**src/rtl/alu_issue_stage.sv**
```systemverilog
// ID/EX pipeline register feeding the ALU.
// Holds decoded operands and control for the instruction in EX. It resolves
// operand forwarding from EX/MEM and MEM/WB, and raises load_use when the
// instruction in decode depends on a load that is currently in EX.
module alu_issue_stage #(
  parameter int WORD_W = 32,
  parameter int REG_W  = 5,
  parameter int OP_W   = 4
) (
  input  logic              CLK,
  input  logic              nRST,
  input  logic              dec_valid,
  input  logic [REG_W-1:0]  dec_rs,
  input  logic [REG_W-1:0]  dec_rt,
  input  logic [WORD_W-1:0] dec_rdat1,
  input  logic [WORD_W-1:0] dec_rdat2,
  input  logic [WORD_W-1:0] dec_imm,
  input  logic              dec_alusrc,
  input  logic [OP_W-1:0]   dec_aluop,
  input  logic [REG_W-1:0]  dec_wsel,
  input  logic              dec_regwen,
  input  logic              dec_memren,
  input  logic              stall,
  input  logic              flush,
  input  logic              exmem_regwen,
  input  logic [REG_W-1:0]  exmem_wsel,
  input  logic [WORD_W-1:0] exmem_result,
  input  logic              memwb_regwen,
  input  logic [REG_W-1:0]  memwb_wsel,
  input  logic [WORD_W-1:0] memwb_wdat,
  output logic [WORD_W-1:0] portA,
  output logic [WORD_W-1:0] portB,
  output logic [OP_W-1:0]   aluop,
  output logic              ex_valid,
  output logic [REG_W-1:0]  ex_wsel,
  output logic              ex_regwen,
  output logic              ex_memren,
  output logic              load_use
);

  logic [REG_W-1:0]  ex_rs;
  logic [REG_W-1:0]  ex_rt;
  logic [WORD_W-1:0] ex_rdat1;
  logic [WORD_W-1:0] ex_rdat2;
  logic [WORD_W-1:0] ex_imm;
  logic              ex_alusrc;
  logic [OP_W-1:0]   ex_aluop;
  logic [WORD_W-1:0] fwd_a;
  logic [WORD_W-1:0] fwd_b;

  // Operand A forwarding: EX/MEM beats MEM/WB, and r0 is never forwarded.
  always_comb begin
    fwd_a = ex_rdat1;
    if (exmem_regwen && (exmem_wsel == ex_rs) && (ex_rs != '0))
      fwd_a = exmem_result;
    else if (memwb_regwen && (memwb_wsel == ex_rs) && (ex_rs != '0))
      fwd_a = memwb_wdat;
  end

  // Operand B (register path) forwarding, using the same priority as A.
  always_comb begin
    fwd_b = ex_rdat2;
    if (exmem_regwen && (exmem_wsel == ex_rt) && (ex_rt != '0))
      fwd_b = exmem_result;
    else if (memwb_regwen && (memwb_wsel == ex_rt) && (ex_rt != '0))
      fwd_b = memwb_wdat;
  end

  // ALU operand and opcode outputs.
  // These are driven even for a bubble, because downstream ignores the result.
  always_comb begin
    portA = fwd_a;
    portB = ex_alusrc ? ex_imm : fwd_b;
    aluop = ex_aluop;
  end

  // Load-use detection.
  // This checks rt even when decode will use the immediate, so it is
  // deliberately conservative.
  always_comb begin
    load_use = ex_valid && ex_memren && (ex_wsel != '0) && dec_valid &&
               ((ex_wsel == dec_rs) || (ex_wsel == dec_rt));
  end

  // EX register update. The priority order is flush, then stall, then
  // bubble, then a normal load.
  always_ff @(posedge CLK or negedge nRST) begin
    if (!nRST) begin
      ex_valid  <= 1'b0;
      ex_rs     <= '0;
      ex_rt     <= '0;
      ex_rdat1  <= '0;
      ex_rdat2  <= '0;
      ex_imm    <= '0;
      ex_alusrc <= 1'b0;
      ex_aluop  <= '0;
      ex_wsel   <= '0;
      ex_regwen <= 1'b0;
      ex_memren <= 1'b0;
    end else if (flush) begin
      ex_valid  <= 1'b0;
      ex_regwen <= 1'b0;
      ex_memren <= 1'b0;
    end else if (stall) begin
      // Capture the forwarded values so that a producer retiring during the
      // stall does not take its result with it.
      ex_rdat1 <= fwd_a;
      ex_rdat2 <= fwd_b;
    end else if (load_use) begin
      ex_valid  <= 1'b0;
      ex_regwen <= 1'b0;
      ex_memren <= 1'b0;
    end else begin
      ex_valid  <= dec_valid;
      ex_rs     <= dec_rs;
      ex_rt     <= dec_rt;
      ex_rdat1  <= dec_rdat1;
      ex_rdat2  <= dec_rdat2;
      ex_imm    <= dec_imm;
      ex_alusrc <= dec_alusrc;
      ex_aluop  <= dec_aluop;
      ex_wsel   <= dec_wsel;
      ex_regwen <= dec_regwen & dec_valid;
      ex_memren <= dec_memren & dec_valid;
    end
  end

endmodule

```
**config.mk**
```make
export PLATFORM = sky130hd
export DESIGN_NAME = alu_issue_stage
export DESIGN_NICKNAME = d
export VERILOG_FILES = /design/src/rtl/alu_issue_stage.sv
export SDC_FILE = /design/constraint.sdc
export NUM_CORES = 1
export LEC_CHECK = 0
export CAP_MARGIN = 20
export CORE_MARGIN = 3
export CORE_UTILIZATION = 50
export CTS_BUF_LIST = sky130_fd_sc_hd__clkbuf_8
export DETAILED_ROUTE_END_ITERATION = 8
export HOLD_SLACK_MARGIN = 0.03
export PLACE_DENSITY = 0.86
export SYNTH_ARGS = -nofsm -noshare
export SYNTH_HDL_FRONTEND = slang
export SYNTH_SLANG_ARGS = --single-unit
```
**constraint.sdc**
```tcl
create_clock -name CLK -period 4.6 [get_ports CLK]
set_input_delay 0.46 -clock CLK [delete_from_list [all_inputs] [get_ports CLK]]
set_output_delay 0.46 -clock CLK [all_outputs]
set_load 0.02 [all_outputs]
```
==> results.yml, run 1 <==
setup_path:
  crit_buf_inv: 1
  cp_max_fo: 57
  worstSetupStartpoint: "ex_rt[1]"
  crit_chain: "or4_1, nor2_1, or4_2, o311ai_0, o21ai_0, o21ai_0, clkdlybuf4s50_1"
  crit_top_cell: "o21ai_0"
  worstReg2RegStart: "ex_wsel[1]"
  worstReg2RegEnd: "ex_rs[4]"
  cp_num_cells: 7
  cp-start-kind: "register"
  critPathTopFamily: "simple AND/OR/NAND/NOR gates"
  endpoint: "portB[18]"
  crit_slowest_cell: "or4_2"
  reg2reg_depth: 5
  worstPathRequired_ns: 4.14
  crit_type: "register to output pin"
  max_stage_delay_ns: 1.13
  reg2reg_slack_ns: 1.41
  arrival_ns: 3.72
  crit_path_end_kind: "output pin"
clock_tree:
  clk_path_buf_depth: 2
  clk_latency_ns: 0.45
  cts_root_buf: "clkbuf_8"
  cts_max_level: 4
  postCtsSetupBuffers: 0
  cts_tree: "built"
  cts_buffers: 17
  cts.clk_slew.worst_paths_ns: 0.08
  cts_resized: 0
  hold_buffers: 0
  clkSinkCount: 119
yosys:
  synth_edf_count: 0
  synth_top_area_share_pct: 39.5
  synth_compound_area_share_pct: 29.5
  avgSynthCellArea_um2: 8.53
  synthArstFlopShare_pct: 100
  yosys.area.top_type: "dfrtp_1"
  yosys_warnings: 0
  ys_types: 44
  syn_inst: 884
  yosysSeqAreaShare_pct: 39.5
  synth_xor_xnor_area_share_pct: 3.48
  ys_seq_elements: 119
  synth_area_um2: 7540
  synth_fa_ha_area_share_pct: 0
  synth-simple-area-share_pct: 13.0
  muxShareOfSynthArea_pct: 8.89
  synth_area_leaders: "dfrtp_1 (39%), mux2_1 (7.5%), o22ai_1 (7.5%), o21ai_0 (7.2%), nand2_1 (4.4%)"
  ys.flop_type: "dfrtp_1"
  synth_nets: 1083
  synth_top_family_by_area: "compound AO/OA/AOI/OAI gates"
detailed_routing:
  dr_total_vias: 8634
  antenna_left: 0
  post_drt_wl_per_cell_um: 22.4
  drtPass1Iterations: 7
  drtIter0Drc: 1127
  routed_wl_um: 29100
  viasPerCell: 6.65
  drc: 0
timing:
  slew_headroom_pct: 33.0
  hold_violations: 0
  setup_violations: 0
  rsz0062_at_grt: "no"
  final.period_utilization_pct: 90.9
  maxSlewViolCount: 0
  max_freq_mhz: 239
  fin_setup_tns_ns: 0
  worst_pin_slew_ns: 1.01
  period_minus_slack_ns: 4.18
  fin_skew_ns: 0.00906
layout:
  drive_gt1_share_pct: 6.91
  final_common_cell: "clkdlybuf4s50_1"
  num-fill-cells: 1076
  final_cell_mix: "clkdlybuf4s50_1 (274), dfrtp_1 (118), o21ai_0 (108), o22ai_1 (90), nand2_1 (89)"
  nets: 1302
  diodes: 0
  area_delta_synth_final_pct: 42.9
  utilization_pct: 73.6
hold_path:
  hp-class: "input pin to asynchronous set/reset pin"
floorplanning:
  start_util_pct: 51.5
  num_rows: 44
  die_w_um: 129
  core_area_um2: 14600
  top_level_ports: 276
  die_h_um: 129
  die-area_um2: 16600
global_route:
  use_met2_pct: 56.0
  busiest_layer: "met2"
  use_met3_pct: 8.63
  antenna_found_initial: 0
  grt_pass1_wl_um: 45400
  grt_pass1_vias: 8316
  grt.overflow.total: 0
  grt.met1_usage_pct: 46.2
  grt_max_degree: 79
  grt.total_usage_pct: 34.7
pwr:
  irDropWorstVdd_mv: 0.223
  power_uw: 3700
  leakage_uw: 0.00388
  power_per_cell_area_nw_per_um2: 344
place:
  routabilityCongestion: 0.894
  dpl.hpwl_um: 19800
  io_buffers: 275
job:
  maxCapViolations: 0
status:
  status: "complete, no violations"
## per-layer routing
metal  up-vias  routed length [µm]
met1      4078               11100
met5         -                   0
met4         0                 784
met2       653               14000
li1       3826                   -
met3        77                3220
## where the power goes
| group | internal [µW] | leakage, µW | switching [µW] |
|---|---|---|---|
| clock | 482 | 0.000183 | 457 |
| sequential | 1200 | 0.00134 | 156 |
| combinational | 644 | 0.00236 | 768 |
| total | 2320 | 0.00388 | 1380 |
## logic make-up (layout without fill, tap and decap cells)
logic type / count (synthesis) / count (layout)
AO/OA/AOI/OAI: 356 / 356
XOR/XNOR: 30 / 30
buffers and inverters: 107 / 338
flip-flops: 119 / 119
multiplexers: 60 / 60
AND/OR/NAND/NOR: 212 / 212
## synthesized netlist by cell type (2+ instances only)
cell type	n
mux2_2	6
nor3_1	38
a21oi_1	32
o21ai_1	18
xnor2_1	10
xor2_1	20
or3_1	3
a32oi_1	2
a221oi_1	31
mux2i_1	4
nand2_1	89
mux2_1	50
dfrtp_1	119
or4b_1	2
or2_1	2
o31ai_1	5
nor4_1	29
a31oi_1	32
o21ai_0	108
clkbuf_1	73
o311ai_0	27
a22oi_1	2
nor2_1	39
nand4_1	3
buf_2	23
inv_1	8
o22ai_1	90
or4_1	3
## worst reg2reg max path: cells and delay by family, from the launching register on
kind,cells,cell delay [ns]
AOI/OAI and AO/OA,1,0.35
DFF,1,0.45
muxes,1,0.62
and+or+nand+nor,3,1.65
## metrics by stage
stage	area (µm²)	worst slack (ns)	hold WS, ns	cells
floorplan	7540	1.93	0.164	884
CTS	10800	0.464	0.0808	1298
finish	10800	0.419	0.0310	1299
detailed placement	10400	0.510	0.481	1267
global route	10800	0.264	0.0840	1299
global placement	10400	0.585	0.469	1267
## state kept, by name (all words and copies together) (netlist names)
register and cells:
ex_regwen 1, ex_wsel 5, ex_rt 5, aluop 4, ex_memren 1, ex_rdat1 32
ex_imm 32, ex_valid 1, ex_rs 5, ex_alusrc 1, ex_rdat2 32
## cell type report
cell class,instances,area [µm²],share of cell area (%)
sequential,119,2980,27.6
tap,184,230,2.14
clock buffer,21,289,2.68
multi-input combinational,658,4230,39.2
inverter,10,37.5,0.348
timing repair buffer,297,2930,27.1
clock inverter,10,95.1,0.882
## worst min path at each step
| stage | from | endpoint | slack [ns] | depth (start not counted) |
|---|---|---|---|---|
| 2_1_floorplan | nRST | aluop[0] | 0.16 | 0 |
| 3_3_place_gp | ex_imm[30] | ex_imm[30] | 0.47 | 1 |
| 3_5_place_dp | ex_imm[10] | ex_imm[10] | 0.48 | 1 |
| 4_1_cts | nRST | ex_imm[14] | 0.08 | 1 |
| 5_1_grt | nRST | ex_imm[14] | 0.08 | 1 |
| 6_report | nRST | ex_imm[14] | 0.03 | 1 |
(Power assumes the default switching activity.)
==> inputs of run 2 (changes only) <==
Settings changed: CORE_UTILIZATION 50 to 42, PLACE_DENSITY 0.86 to 0.77.
Clock period 4.6 ns to 3.4 ns, I/O delays scaled along.
==> run 2 against run 1 <==
Critical path depth grew 1. Clock skew rose by 0.0036 ns. Worst setup slack worse by 0.29 ns. Critical endpoint is now portB[29]. Highest routed layer unchanged.
==> results.yml, run 2 (synthesis results as in run 1) <==
status:
  status: "complete, no violations"
layout:
  seqCellArea_um2: 2980
  area_delta_synth_final_pct: 47.5
  largestRegisters: "ex_imm: 32 flops, ex_rdat1: 32 flops, ex_rdat2: 32 flops"
  multi_input_area_um2: 4290
  num-fill-cells: 1494
  final_common_cell: "clkdlybuf4s50_1"
  nets: 1333
  drive_gt1_share_pct: 11.3
  layoutNonFillerInstCount: 1373
  final_cell_mix: "clkdlybuf4s50_1 (210), dfrtp_1 (114), o21ai_0 (105), o22ai_1 (90), nand2_1 (89)"
global_route:
  grt_max_degree: 81
  grt_pass1_vias: 8919
  antenna_found_initial: 1
  grt_pass1_wl_um: 48500
  grt.overflow.total: 0
  grt.total_usage_pct: 30.8
setup_path:
  crit_buf_inv: 2
  worstPathRequired_ns: 3.06
  arrival_ns: 2.93
  crit_chain: "or4_1, nor2_1, or4_2, buf_12, o311ai_0, o21ai_1, o21ai_0, dlygate4sd2_1"
  cp-start-kind: "register"
  cp_max_fo: 58
  critPathTopFamily: "simple AND/OR/NAND/NOR gates"
  crit_type: "register to output pin"
  crit_path_end_kind: "output pin"
  max_stage_delay_ns: 0.69
  crit_slowest_cell: "or4_2"
detailed_routing:
  top_layer: "met4"
  antenna_left: 0
  dr_total_vias: 8751
  route.met3.wl_um: 2880
  drtPass1Iterations: 6
  drc: 0
  wl_met2_um: 14200
  routed_wl_um: 30600
  wl_met1_um: 12400
  viasPerCell: 6.37
  post_drt_wl_per_cell_um: 22.3
  drtIter0Drc: 885
clock_tree:
  cts_tree: "built"
  cts.clk_slew.worst_paths_ns: 0.09
  cts_max_level: 4
  clk_latency_ns: 0.46
  clk_path_buf_depth: 2
  clkSinkCount: 119
  cts_buffers: 17
  cts_root_buf: "clkbuf_8"
timing:
  slew_headroom_pct: 33.7
  rsz0062_at_grt: "yes"
  fin_setup_tns_ns: 0
  period_minus_slack_ns: 3.27
  final.period_utilization_pct: 96.2
  worst_pin_slew_ns: 0.995
  maxSlewViolCount: 0
  worst_slack_ns: 0.131
  hold_violations: 0
  fin_skew_ns: 0.0127
  setup_violations: 0
  max_freq_mhz: 306
floorplanning:
  start_util_pct: 43.3
  die_w_um: 140
  die_h_um: 140
  die-area_um2: 19600
  top_level_ports: 276
  core_area_um2: 17400
  num_rows: 48
pwr:
  power_uw: 5070
  leakage_uw: 0.00415
  pwr-share-seq_pct: 35.8
  p_sw_uw: 1960
  power_per_cell_area_nw_per_um2: 456
  p_comb_share_pct: 38.3
  irDropWorstVdd_mv: 0.341
  p_int_uw: 3110
  clkPwrFrac_pct: 25.9
  p_sw_share_pct: 38.6
place:
  io_buffers: 275
  dp_cells: 1335
  routabilityCongestion: 0.822
  dpl.hpwl_um: 20500
  dp_worst_setup_slack_ns: -0.0173
hold_path:
  hp-class: "input pin to register"
job:
  maxCapViolations: 0
[run 2: changes by cell type in the layout (fill, tap and decap cells not counted), sizes merged, moves of 2 or more]
cell and change:
clkinv +2, buf +30, dlymetal6s2s +4, clkbuf +9, clkdlybuf4s50 -64, dlygate4sd1 +2
inv +2, clkdlybuf4s15 +4, dlygate4sd2 +40
[run 2: area by class of cell]
| cell class | count | area share [%] |
|---|---|---|
| inverter | 10 | 0.337 |
| tap | 225 | 2.53 |
| clock inverter | 15 | 1.39 |
| clock buffer | 17 | 2.10 |
| timing repair buffer | 327 | 28.2 |
| antenna | 1 | 0.0225 |
| sequential | 119 | 26.8 |
| multi-input combinational | 659 | 38.5 |
[run 2: what timing repair did]
item / CTS / global route
hold buffers: 1 / 0
buffers inserted: 2 / 1
cloned: 1 / 0
pin swaps: 2 / 0
endpoints found under the hold margin: 78 / 0
resized for setup: 65 / 59
endpoints found under the setup margin: 63 / 30
[run 2: final timing paths]
kind                                endpoint  slack (ns)  cells after the start        from
worst min register to register      aluop[1]        0.49                      1    aluop[1]
min in group asynchronous           aluop[1]        0.48                      2        nRST
worst max register to register    ex_imm[13]        0.54                      6  ex_wsel[1]
max in group asynchronous       ex_rdat2[21]        2.03                      3        nRST
worst min-delay path               ex_imm[6]        0.47                      2  dec_imm[6]
worst max-delay path               portB[29]        0.13                      8    ex_rt[4]
[run 2: through the flow]
step / hold WS, ns / cell area [µm²] / util (%)
floorplan: 0.0444 / 7540 / -
global placement: 0.453 / 10700 / 61.7
detailed placement: 0.450 / 10700 / 61.7
CTS: 0.445 / 11100 / 63.9
global route: 0.450 / 11100 / 63.9
finish: 0.467 / 11100 / 63.9
[run 2: power groups by stage]
stage	clock, µW	combinational (µW)	sequential [µW]
floorplan	0	1010	1780
global placement	0	1970	1830
detailed placement	0	1990	1830
CTS	1330	1920	1810
global route	1390	2070	1850
finish	1310	1940	1820
[run 2: metal layers]
layer,track usage [%],vias up
met5,0,-
met3,7.03,96
met4,13.0,0
li1,-,3905
met1,41.2,4182
met2,48.3,568
